<file path="src/rtl/ser_tx.sv">
// ser_tx: byte-wide parallel-in, serial-out transmitter.
// A byte is accepted on a din_valid/din_ready handshake. It is shifted out MSB first, and each
// bit is held for DIV clocks. After the byte the line can idle low for GAP clocks. One further
// byte can be parked in a holding register while a byte is shifting, so valid data streams
// without bubbles.
//
// Ports
//   clk        in   clock, rising edge
//   rst        in   asynchronous reset, active low
//   din[7:0]   in   byte offered for transfer
//   din_valid  in   din holds a valid byte
//   din_ready  out  byte can be accepted this cycle (0 while in reset)
//   sout       out  serial data, MSB first, 0 when not shifting
//   sout_stb   out  one-cycle capture strobe in the last cycle of each bit
//   busy       out  state is not IDLE
//   done       out  pulse with the 8th strobe of each byte
module ser_tx #(
    parameter int unsigned DIV = 1,  // clk cycles per bit, 1..256
    parameter int unsigned GAP = 0   // idle cycles after each byte, 0..255
) (
    input  logic       clk,
    input  logic       rst,
    input  logic [7:0] din,
    input  logic       din_valid,
    output logic       din_ready,
    output logic       sout,
    output logic       sout_stb,
    output logic       busy,
    output logic       done
);

    localparam logic [7:0] DivLast = 8'(DIV - 1);
    localparam logic [7:0] GapLast = 8'(GAP - 1);
    localparam bit         NoGap   = (GAP == 0);

    typedef enum logic [1:0] {
        StIdle,
        StShift,
        StGap
    } state_e;

    state_e     r_state, w_state_nxt;
    logic [7:0] r_shreg, w_shreg_nxt;
    logic [2:0] r_bitcnt, w_bitcnt_nxt;
    logic [7:0] r_divcnt, w_divcnt_nxt;
    logic [7:0] r_gapcnt, w_gapcnt_nxt;
    logic [7:0] r_hold, w_hold_nxt;
    logic       r_hold_full, w_hold_full_nxt;

    logic w_xfer;
    logic w_bit_end;
    logic w_byte_end;
    logic w_gap_end;
    logic w_next_byte;

    assign w_xfer      = din_valid & din_ready;
    assign w_bit_end   = (r_state == StShift) && (r_divcnt == DivLast);
    assign w_byte_end  = w_bit_end && (r_bitcnt == 3'd0);
    assign w_gap_end   = (r_state == StGap) && (r_gapcnt == GapLast);
    // Edge on which the line is free for the next byte (end of last bit, or end of gap).
    assign w_next_byte = (w_byte_end && NoGap) || w_gap_end;

    always_ff @(posedge clk or negedge rst) begin
        if (!rst) begin
            r_state     <= StIdle;
            r_shreg     <= '0;
            r_bitcnt    <= '0;
            r_divcnt    <= '0;
            r_gapcnt    <= '0;
            r_hold      <= '0;
            r_hold_full <= 1'b0;
        end else begin
            r_state     <= w_state_nxt;
            r_shreg     <= w_shreg_nxt;
            r_bitcnt    <= w_bitcnt_nxt;
            r_divcnt    <= w_divcnt_nxt;
            r_gapcnt    <= w_gapcnt_nxt;
            r_hold      <= w_hold_nxt;
            r_hold_full <= w_hold_full_nxt;
        end
    end

    always_comb begin
        w_state_nxt     = r_state;
        w_shreg_nxt     = r_shreg;
        w_bitcnt_nxt    = r_bitcnt;
        w_divcnt_nxt    = r_divcnt;
        w_gapcnt_nxt    = r_gapcnt;
        w_hold_nxt      = r_hold;
        w_hold_full_nxt = r_hold_full;

        unique case (r_state)
            StIdle: begin
                if (w_xfer) begin
                    w_shreg_nxt  = din;
                    w_bitcnt_nxt = 3'd7;
                    w_divcnt_nxt = '0;
                    w_state_nxt  = StShift;
                end
            end
            StShift: begin
                if (w_bit_end) begin
                    w_divcnt_nxt = '0;
                    w_shreg_nxt  = {r_shreg[6:0], 1'b0};
                    w_bitcnt_nxt = r_bitcnt - 3'd1;
                    if (w_byte_end && !NoGap) begin
                        w_gapcnt_nxt = '0;
                        w_state_nxt  = StGap;
                    end
                end else begin
                    w_divcnt_nxt = r_divcnt + 8'd1;
                end
            end
            StGap: begin
                w_gapcnt_nxt = r_gapcnt + 8'd1;
            end
            default: begin
                w_state_nxt = StIdle;
            end
        endcase

        // A byte offered while the line is busy is parked in the holding register.
        if (w_xfer && (r_state != StIdle)) begin
            w_hold_nxt      = din;
            w_hold_full_nxt = 1'b1;
        end

        // At the end of a byte or gap, restart from the held byte, or else from din directly
        // (the bypass path). This overrides the parking above. If neither is available, go idle.
        if (w_next_byte) begin
            w_divcnt_nxt = '0;
            w_bitcnt_nxt = 3'd7;
            w_gapcnt_nxt = '0;
            if (r_hold_full) begin
                w_shreg_nxt     = r_hold;
                w_hold_full_nxt = 1'b0;
                w_state_nxt     = StShift;
            end else if (w_xfer) begin
                w_shreg_nxt     = din;
                w_hold_full_nxt = 1'b0;
                w_state_nxt     = StShift;
            end else begin
                w_state_nxt = StIdle;
            end
        end
    end

    assign din_ready = rst & ~r_hold_full;
    assign sout      = (r_state == StShift) & r_shreg[7];
    assign sout_stb  = w_bit_end;
    assign done      = w_byte_end;
    assign busy      = (r_state != StIdle);

endmodule

</file>
<file path="config.mk">
export PLATFORM = sky130hd
export DESIGN_NAME = ser_tx
export DESIGN_NICKNAME = d
export VERILOG_FILES = /design/src/rtl/ser_tx.sv
export SDC_FILE = /design/constraint.sdc
export NUM_CORES = 1
export LEC_CHECK = 0
export ABC_AREA = 1
export CAP_MARGIN = 20
export CORE_MARGIN = 3
export CORE_UTILIZATION = 40
export DETAILED_ROUTE_END_ITERATION = 10
export GPL_ROUTABILITY_DRIVEN = 0
export MAX_ROUTING_LAYER = met4
export SLEW_MARGIN = 5
export SYNTH_ARGS = -nofsm -noshare
export SYNTH_HDL_FRONTEND = slang
export SYNTH_SLANG_ARGS = --single-unit
</file>
<file path="constraint.sdc">
create_clock -name clk -period 2.55 [get_ports clk]
set_clock_uncertainty 0.1 [all_clocks]
set_input_delay 0.3825 -clock clk [delete_from_list [all_inputs] [get_ports clk]]
set_output_delay 0.3825 -clock clk [all_outputs]
set_load 0.01 [all_outputs]
</file>
# == Word level (Yosys, flattened, before mapping) ==
# Cells that the tools add are included.
# totals
wordCells,60
ff_bits,38
inputBits,11
# op_classes
muxes,25
n_eq_ne,6
n_reduce_logical,15
n_addsub,3
bitwise,4
# ops
cell,n
$mux 8,10
$pmux 8 s2,2
$add 8x1->8 const B,2
$mux 3,3
$eq 8x8->1 const B,1
$logic_not 8->1,1
$mux 1,6
$ne 3x3->1 const B,2
$pmux 3 s2,1
$logic_and 1x1->1,4
$mux 2,2
$pmux 2 s2,1
$reduce_and 2->1,2
$reduce_bool 2->1,2
$and 1x1->1,3
$logic_not 3->1,1
$reduce_and 3->1,1
$reduce_bool 3->1,1
$sub 3x1->3 const B,1
$eq 2x1->1 const B,1
$eq 2x2->1 const B,1
$logic_not 2->1,1
$ne 2x1->1 const B,1
$reduce_or 2->1,1
2 further kinds,2

# == Longest topological paths before layout ==
# Gate-level depths: netlist of run 1.
# depth
depth_word,8
mapped_depth,10

# == Least setup slack after synthesis of run 1 ==
# Ideal clock, no wire load.
# synth_path
path_kind,register to output
startpoint,register r_divcnt[0]
endpoint,output done
required_ps,2068
arrival_time_ps,1202
path_buffers,0
setup_slack_ps,866
path_stages_with_launch,9
cell_sequence,dfrtp_1 > inv_1 > ha_1 > nand2_1 > nor2_2 > nand2_4 > nor2_8 > nand2_4 > clkinv_4
# synth_via
elab_chain_len,3
# synth_rtl
element,line_no,text
from (decl),45,"logic [7:0] r_divcnt, w_divcnt_nxt;"
from (signal assigned),76,r_divcnt <= w_divcnt_nxt;
$logic_not 8->1,57,assign w_bit_end = (r_state == StShift) && (r_divcnt == DivLast);
$logic_and 1x1->1,57,
via sout_stb,27,"output logic sout_stb,"
$logic_and 1x1->1,58,assign w_byte_end = w_bit_end && (r_bitcnt == 3'd0);
to (decl),29,output logic done
# The timed path passes the listed nets, and every way through them passes these cells.

# == Worst setup path after layout of run 1 ==
# layout_path
startpoint,register r_divcnt[0]
endpoint,output done
# layout_via
elab_chain_len,3
# layout_rtl
element,line_no
$logic_not 8->1,57
$logic_and 1x1->1,57
$logic_and 1x1->1,58
# Every way passes these cells.

==> flow_summary.ini, run 1 <==
[yosys]
synth.ff_latch_count = 29
synth_area_per_cell_sq_um = 7.093
syn_nets = 266
synth_seq_area_share_pct = 40.76
synth_cell_types = 26
synth_cells = 251
yosysWarnings = 0
netlist_area_sq_um = 1780

[outcome]
outcome = completed

[detailed_routing]
drt-met1-wl_mm = 1.951
drt_iter0_drc = 80
highest_layer = met4
via_per_inst = 4.866
dr.pass1.iters = 4
detail_route.wl_per_cell_um = 11.94
drt_wl_total_mm = 3.846
wl_met3_um = 126
wl_met2_mm = 1.715
drcViolationCount = 0
ant_nets = 0
via_count = 1567

[floorplanning]
die_w_um = 72.72
initial_core_util_pct = 42.96
io_pins = 16
die_h_um = 72.72
coreArea_sq_um = 4144
dieArea_sq_um = 5287
rows = 23

[finish]
syn_to_final_growth_pct = 17.29
layout-drive-gt1-share_pct = 12.13
final_common_cell = nand2_1
nets = 286
diodes = 0
layout_common_cells = nand2_1 (108), dfrtp_1 (29), nand3_1 (27)
design_area_sq_um = 2088

[clock_tree]
cts_made_buffers = 5
clk_pin_slew_worst_paths_ns = 0.06
htreeDepth = 2
cts_sinks = 29
cts_tree = done
hold_buffers = 0
clock_path_buffers = 2
postCtsSetupBuffers = 0
insertion_delay_ns = 0.28
root_buffer = clkbuf_8

[timing]
maxSlewHeadroom_pct = 76.09
rsz0062_at_grt = no
finalSetupTns_ns = 0
slew_viol_final = 0
period_share_pct = 91.75
setup_viol = 0
hold_viol_final = 0
fmax_mhz = 427.4
worst_pin_slew_ns = 0.3586
finalCriticalPeriod_ns = 2.340

[setup_path]
r2r_cells = 7
cp-startpoint = r_divcnt[0]
criticalPathCategory = reg -> out
r2r_end = r_shreg[1]
path_max_fanout = 9
regToRegStartpoint = r_hold_full
crit_end = done
cp-end-kind = output pin
crit_required_ns = 2.07
crit_path_start_kind = flip-flop
arrival_ns = 1.86
r2r_slack_ns = 0.78

[global_route]
grt_pass1_wl_mm = 6.561
grt_max_degree = 20
grt_usage_pct = 16.73
overflow = 0
grt_pass1_vias = 1430
antenna_found_initial = 0

[power]
pwr-share-comb_pct = 39.2
p_switching_mw = 0.7310
switching_share_pct = 39.30
p_leak_nw = 1.095
p_clk_share_pct = 22.5
p_per_area_nw_per_um2 = 890.9
peakVddDrop_mv = 0.4902
p_seq_share_pct = 38.4
p_int_mw = 1.129

[placed_design]
io_buffers = 15
post-dp-hpwl_mm = 2.885
dpl_cell_area_sq_um = 1986

[hold_path]
hp-class = in -> async

[job]
maxCapViolations = 0
-- metrics by stage --
step	cells	util (%)	power [mW]	hold slack, ns	setup WS [ns]
after detailed placement	314	47.92	1.463	0.3395	0.2348
after global routing	322	50.39	2.031	0.04246	0.06149
after global placement	314	47.92	1.467	0.3380	0.2817
after floorplan	251	-	1.252	-0.01309	0.8655
final	322	50.39	1.860	0.03422	0.2105
after CTS	322	50.33	1.888	0.03013	0.07975
-- logic make-up (layout without fill, tap and decap cells) --
kind of cell    Yosys count  in the layout  share of synthesized area [%]
simple gates            166            166                          42.38
buf+inv                  31             52                          7.870
flops                    29             29                          40.76
compound gates           20             20                          5.692
xor+xnor                  1              1                         0.4920
fa+ha+maj                 4              4                          2.811
-- cell usage after synthesis (all sizes together) --
cell / instances / area, sq um
xor2: 1 / 8.760
clkinv: 2 / 12.51
inv: 22 / 87.58
ha: 4 / 50.05
a21oi: 2 / 10.01
buf: 5 / 32.53
nand2: 111 / 434.2
nor3: 3 / 15.01
o21ai: 17 / 85.08
nand4: 8 / 50.05
clkbuf: 2 / 7.510
nand3: 29 / 155.2
o22ai: 1 / 6.260
dfrtp: 29 / 725.7
nor2: 15 / 100.1
-- routing by layer --
metal	global-route usage (%)	vias up
met2	24.75	27
met3	5.096	4
met4	6.762	0
met1	21.31	693
met5	-	-
li1	-	843
-- timing repair --
action                                  CTS  global route
resized for setup                         1             1
hold endpoints to repair                  0             0
endpoints found under the setup margin    1             1
-- registers in the layout, summed over array words and instances, names as in the netlist --
register / cells
r_hold_full: 1
r_bitcnt: 3
r_divcnt: 8
r_shreg: 8
r_hold: 8
r_state: 1
-- cell type report --
type	instances	area, sq um
fill	429	2056
multi-input combinational	191	914.6
sequential	29	725.7
timing repair buffer	20	183.9
inverter	24	100.1
clock buffer	7	96.34
tap	50	62.56
clock inverter	1	5.005
-- worst max-delay path, cell delays in order (launching register included) --
cell and delay, ns:
dfrtp_1 0.40, inv_1 0.09, ha_1 0.17, nand2_1 0.07
nor2_2 0.14, nand2_4 0.12, nor2_8 0.13, nand2_4 0.08
clkinv_4 0.09, dlygate4sd2_1 0.28
-- power by group through the flow --
stage,registers [mW],clock network (mW),logic [mW]
after detailed placement,0.722,0,0.741
after floorplan,0.683,0,0.568
final,0.714,0.418,0.728
after global placement,0.722,0,0.745
after CTS,0.714,0.435,0.739
after global routing,0.736,0.455,0.840
-- how the worst min path moves through the flow --
stage | start | end | slack (ns) | depth (start not counted)
final | rst | r_hold_full | 0.03 | 2
after global routing | rst | r_hold[3] | 0.04 | 2
after CTS | rst | r_hold[3] | 0.03 | 2
after detailed placement | rst | r_hold[0] | 0.34 | 2
after global placement | rst | r_hold[0] | 0.34 | 2
after floorplan | rst | r_bitcnt[0] | -0.01 | 0
(Power assumes the default switching activity.)
==> run 2: changes to the inputs <==
- CTS_CLUSTER_DIAMETER: default -> 120
==> results of run 2 <==
No change in the layout: final DEF, timing and power equal those of run 1.
